File: config.mk
export PLATFORM = sky130hd
export DESIGN_NAME = mem_access_unit
export DESIGN_NICKNAME = d
export VERILOG_FILES = /design/src/rtl/mem_access_unit.sv
export SDC_FILE = /design/constraint.sdc
export NUM_CORES = 1
export LEC_CHECK = 0
export CAP_MARGIN = 20
export CORE_MARGIN = 2
export CORE_UTILIZATION = 35
export CTS_BUF_LIST = sky130_fd_sc_hd__clkbuf_2 sky130_fd_sc_hd__clkbuf_4 sky130_fd_sc_hd__clkbuf_8
export DETAILED_ROUTE_END_ITERATION = 12
export GPL_TIMING_DRIVEN = 0
export PLACE_DENSITY = 0.62
export SLEW_MARGIN = 15
export SYNTH_ARGS = -nofsm -noshare
export SYNTH_HDL_FRONTEND = slang
export SYNTH_SLANG_ARGS = --single-unit
File: constraint.sdc
create_clock -name clk -period 2.1 [get_ports clk]
set_clock_uncertainty 0.1 [all_clocks]
set_input_delay 0.42 -clock clk [delete_from_list [all_inputs] [get_ports clk]]
set_output_delay 0.42 -clock clk [all_outputs]
set_load 0.01 [all_outputs]
File: src/rtl/mem_access_unit.sv
// Load/store sequencer between the MEM stage and a word-only data memory.
// Sub-word stores are done as read-modify-write; loads are lane-extracted and extended.
//
// state  | meaning
// IDLE   | waiting for a request, req_ready high
// RD     | word read; load extract/extend or sub-word store merge
// WR     | full-word write to the data memory
// RESP   | response held until resp_ready
module mem_access_unit #(
  parameter int ADDR_W = 10
) (
  input  logic              clk,
  input  logic              rst,
  input  logic              req_valid,
  output logic              req_ready,
  input  logic [2:0]        req_op,
  input  logic [31:0]       req_addr,
  input  logic [31:0]       req_wdata,
  output logic              resp_valid,
  input  logic              resp_ready,
  output logic [31:0]       resp_rdata,
  output logic              resp_err,
  output logic [ADDR_W-1:0] dm_address,
  output logic              dm_wen,
  output logic [31:0]       dm_write_data,
  input  logic [31:0]       dm_read_data
);

  localparam logic [1:0] S_IDLE = 2'd0;
  localparam logic [1:0] S_RD   = 2'd1;
  localparam logic [1:0] S_WR   = 2'd2;
  localparam logic [1:0] S_RESP = 2'd3;

  localparam logic [2:0] OP_LB  = 3'd0;
  localparam logic [2:0] OP_LH  = 3'd1;
  localparam logic [2:0] OP_LW  = 3'd2;
  localparam logic [2:0] OP_LBU = 3'd3;
  localparam logic [2:0] OP_LHU = 3'd4;
  localparam logic [2:0] OP_SB  = 3'd5;
  localparam logic [2:0] OP_SH  = 3'd6;
  localparam logic [2:0] OP_SW  = 3'd7;

  // Byte-address bits above the memory's reach make the access out of range.
  localparam logic [31:0] HI_MASK = ~((32'h1 << (ADDR_W + 2)) - 32'h1);

  logic [1:0]        state_q,  state_d;
  logic [2:0]        op_q,     op_d;
  logic [ADDR_W+1:0] addr_q,   addr_d;
  logic [31:0]       wdata_q,  wdata_d;
  logic [31:0]       merged_q, merged_d;
  logic [31:0]       rdata_q,  rdata_d;
  logic              err_q,    err_d;

  logic        misalign;
  logic        range_err;
  logic [7:0]  rd_byte;
  logic [15:0] rd_half;
  logic [31:0] load_ext;
  logic [3:0]  byte_en;
  logic [31:0] wlane;
  logic [31:0] merged;

  always_comb begin
    misalign = 1'b0;
    case (req_op)
      OP_LH, OP_LHU, OP_SH: misalign = req_addr[0];
      OP_LW, OP_SW:         misalign = |req_addr[1:0];
      default:              misalign = 1'b0;
    endcase
  end

  assign range_err = |(req_addr & HI_MASK);

  always_comb begin
    rd_byte = dm_read_data[7:0];
    case (addr_q[1:0])
      2'd0: rd_byte = dm_read_data[7:0];
      2'd1: rd_byte = dm_read_data[15:8];
      2'd2: rd_byte = dm_read_data[23:16];
      default: rd_byte = dm_read_data[31:24];
    endcase
    rd_half = addr_q[1] ? dm_read_data[31:16] : dm_read_data[15:0];
  end

  always_comb begin
    load_ext = dm_read_data;
    case (op_q)
      OP_LB:   load_ext = {{24{rd_byte[7]}}, rd_byte};
      OP_LBU:  load_ext = {24'h0, rd_byte};
      OP_LH:   load_ext = {{16{rd_half[15]}}, rd_half};
      OP_LHU:  load_ext = {16'h0, rd_half};
      default: load_ext = dm_read_data;
    endcase
  end

  // Store data is replicated across lanes so the byte enables alone pick the target.
  always_comb begin
    byte_en = 4'b0000;
    wlane   = {4{wdata_q[7:0]}};
    if (op_q == OP_SB) begin
      byte_en = 4'b0001 << addr_q[1:0];
    end else if (op_q == OP_SH) begin
      byte_en = addr_q[1] ? 4'b1100 : 4'b0011;
      wlane   = {2{wdata_q[15:0]}};
    end
    merged = dm_read_data;
    for (int k = 0; k < 4; k++) begin
      merged[8*k +: 8] = byte_en[k] ? wlane[8*k +: 8] : dm_read_data[8*k +: 8];
    end
  end

  always_comb begin
    state_d  = state_q;
    op_d     = op_q;
    addr_d   = addr_q;
    wdata_d  = wdata_q;
    merged_d = merged_q;
    rdata_d  = rdata_q;
    err_d    = err_q;
    case (state_q)
      S_IDLE: begin
        if (req_valid) begin
          op_d    = req_op;
          addr_d  = req_addr[ADDR_W+1:0];
          wdata_d = req_wdata;
          rdata_d = 32'h0;
          err_d   = 1'b0;
          if (misalign || range_err) begin
            err_d   = 1'b1;
            state_d = S_RESP;
          end else if (req_op == OP_SW) begin
            state_d = S_WR;
          end else begin
            state_d = S_RD;
          end
        end
      end
      S_RD: begin
        if (op_q == OP_SB || op_q == OP_SH) begin
          merged_d = merged;
          state_d  = S_WR;
        end else begin
          rdata_d = load_ext;
          state_d = S_RESP;
        end
      end
      S_WR: state_d = S_RESP;
      default: begin
        if (resp_ready) state_d = S_IDLE;
      end
    endcase
  end

  always_ff @(posedge clk) begin
    if (rst) begin
      state_q  <= S_IDLE;
      op_q     <= 3'd0;
      addr_q   <= '0;
      wdata_q  <= 32'h0;
      merged_q <= 32'h0;
      rdata_q  <= 32'h0;
      err_q    <= 1'b0;
    end else begin
      state_q  <= state_d;
      op_q     <= op_d;
      addr_q   <= addr_d;
      wdata_q  <= wdata_d;
      merged_q <= merged_d;
      rdata_q  <= rdata_d;
      err_q    <= err_d;
    end
  end

  assign req_ready     = (state_q == S_IDLE);
  assign resp_valid    = (state_q == S_RESP);
  assign resp_rdata    = rdata_q;
  assign resp_err      = err_q;
  assign dm_address    = addr_q[ADDR_W+1:2];
  assign dm_wen        = (state_q == S_WR) && !rst;
  assign dm_write_data = (op_q == OP_SW) ? wdata_q : merged_q;

endmodule

==> metrics.cfg <==
[status]
outcome = finished with violations
violations = setup timing

[pwr]
leakage_nw = 3.54
p_per_area_nw_per_um2 = 833
ir_drop_v = 0.000505

[grt]
grt_pass1_wl_um = 31800
grt_pass1_vias = 5793
grt-ovfl-total = 0
antenna_found_initial = 0
grt_start_max_net_pins = 17
grt_usage_pct = 23.4

[final_layout]
final_area_um2 = 8760
layout_common_cells = nand2_1 (168), clkdlybuf4s50_1 (142), dfxtp_1 (109)
final_util_pct = 54.9
nFillCells = 1538
n_antenna_cell = 0
nets = 1040
layout.cells.non_filler = 1162
final_common_cell = nand2_1
layout-area-overhead-vs-synth_pct = 53.0
drive_above_1_share_pct = 21.8

[detailed_routing]
vias_per_cell = 5.10
drc = 0
wl_per_cell_um = 17.5
via_count = 5923
first_pass_iters = 5
drt_iter0_drc = 458
ant_nets = 0
wirelength_um = 20300

[clock_network]
path_clk_slew_ns = 0.07
root_buffer = clkbuf_8
htree_levels = 4
holdBufCountCts = 0
clk_latency_ns = 0.46
cts_tree = done
cts_sinks = 114
cts_buffers = 17
clockBufferDepth = 2

[floorplan]
fp.dieW_um = 132
core_area_um2 = 15900
io_pins = 181
dieArea_um2 = 17400
die_h_um = 132
num_rows = 46
initial_core_util_pct = 35.9

[logic_synthesis]
seq_area_frac_synth_pct = 39.9
netlist_instances = 704
synth_cell_types = 48
synth-edff-count = 0
synth_top_area_share_pct = 39.9
synth_fp_nets = 811
ys.flop_type = dfxtp_1
ys_top_cells_by_area = dfxtp_1 (40%), nand2_1 (11%), a21oi_1 (8.4%), mux2_2 (7.9%), o21ai_0 (5.0%)
syn_area_per_cell_um2 = 8.13
syn-cell-area_um2 = 5730
yosys_warnings = 0
synth_largest_area_cell = dfxtp_1
synth-async-reset-ratio_pct = 0
synth_seq_cells = 114

[setup_path]
critPathLaunchType = register
crit_required_ns = 1.58
cp.arrival_ns = 1.88
crit_type = reg -> out
worstPathMaxFanout = 4
end_kind = output port

[timing]
period_minus_slack_ns = 2.40
slew_headroom_pct = 55.9
setup_viol = 32
period_share_pct = 114
slew_violations = 0
hold_ws_ns = 0.295
tightestPinTransition_ns = 0.661
timing.final.ws_setup_ns = -0.304
rsz0062_at_grt = true
maxClockFrequency_mhz = 416
hold_violations = 0

[place]
dp_hpwl_um = 15300
place_area_um2 = 7790
dp.cells = 1099
place.gp.congestion = 0.922
numPortBuffers = 179

[min_path]
hp-class = in -> reg

[run]
drv_cap = 0

[flip-flops by register name, summed over array words and instances (netlist names)]
name and cells:
merged_q 32, resp_rdata 32, wdata_q 32, addr_q 12, op_q 3, state_q 2, resp_err 1
[cells by family after synthesis]
kind of cell | share of synthesized area, %
adders and majority gates | 1.05
DFF | 39.9
muxes | 14.3
and+or+nand+nor | 16.5
buffers and inverters | 6.16
xor gates and xnor gates | 0.437
AOI/OAI and AO/OA | 21.6
[Yosys cell counts (5+ instances only)]
cell and number:
o21ai_0 57, nand2b_1 5, o32a_1 5, mux2_2 40, nor4_1 5, mux2i_1 28, inv_1 11, o211ai_1 21
clkbuf_1 21, nor3_1 8, nand2_1 170, o21ai_1 6, dfxtp_1 114, buf_2 20, buf_4 12, nor2_1 27
a21oi_1 96
[stage by stage]
stage | TNS (ns) | power (mW) | setup WS [ns]
floorplan | 0 | 4.04 | 0.119
global placement | -40.84 | 5.07 | -0.678
detailed placement | -40.85 | 5.09 | -0.662
CTS | -8.94 | 7.23 | -0.348
global route | -9.32 | 7.71 | -0.346
finish | -7.87 | 7.29 | -0.304
[worst paths after layout]
path | from | end | slack [ns] | depth (start not counted)
setup / recovery | op_q[0] | dm_write_data[15] | -0.30 | 7
hold reg to reg | resp_rdata[13] | resp_rdata[13] | 0.35 | 2
setup reg to reg | state_q[0] | resp_rdata[22] | 0.05 | 8
hold / removal | dm_read_data[23] | resp_rdata[23] | 0.30 | 3
[routing by layer]
metal | wire [um] | vias up | GRT usage, %
met2 | 9620 | 191 | 37.7
met5 | 0 | - | 0
met3 | 1120 | 26 | 5.19
li1 | - | 2924 | -
met1 | 9160 | 2782 | 30.7
met4 | 419 | 0 | 8.51
[cell type report]
class | instances | area (um2) | area share (%)
tap | 216 | 270 | 3.09
timing repair buffer | 212 | 2150 | 24.5
multi-input combinational | 519 | 3240 | 37.0
inverter | 11 | 41.3 | 0.471
buffer | 58 | 375 | 4.29
clock inverter | 11 | 110 | 1.26
sequential | 114 | 2290 | 26.2
clock buffer | 21 | 283 | 3.23
[timing repair]
action / CTS / global route
cloned: 1 / 0
endpoints found under the setup margin: 86 / 107
pin swaps: 3 / 7
setup buffers: 18 / 15
gates resized for setup: 204 / 43
[power breakdown]
part           internal [mW]  total (mW)  switching (mW)
logic                   1.17        2.55            1.38
clock network           1.14        2.07           0.923
registers               2.48        2.68           0.203
[worst max-delay path: stages, from the launching register on]
cell and delay [ns]:
dfxtp_4 0.36, buf_8 0.10, nand3_4 0.11, buf_12 0.16
buf_8 0.13, buf_6 0.13, mux2_4 0.32, buf_6 0.13
No activity file was read; power rests on OpenSTA's default activity.
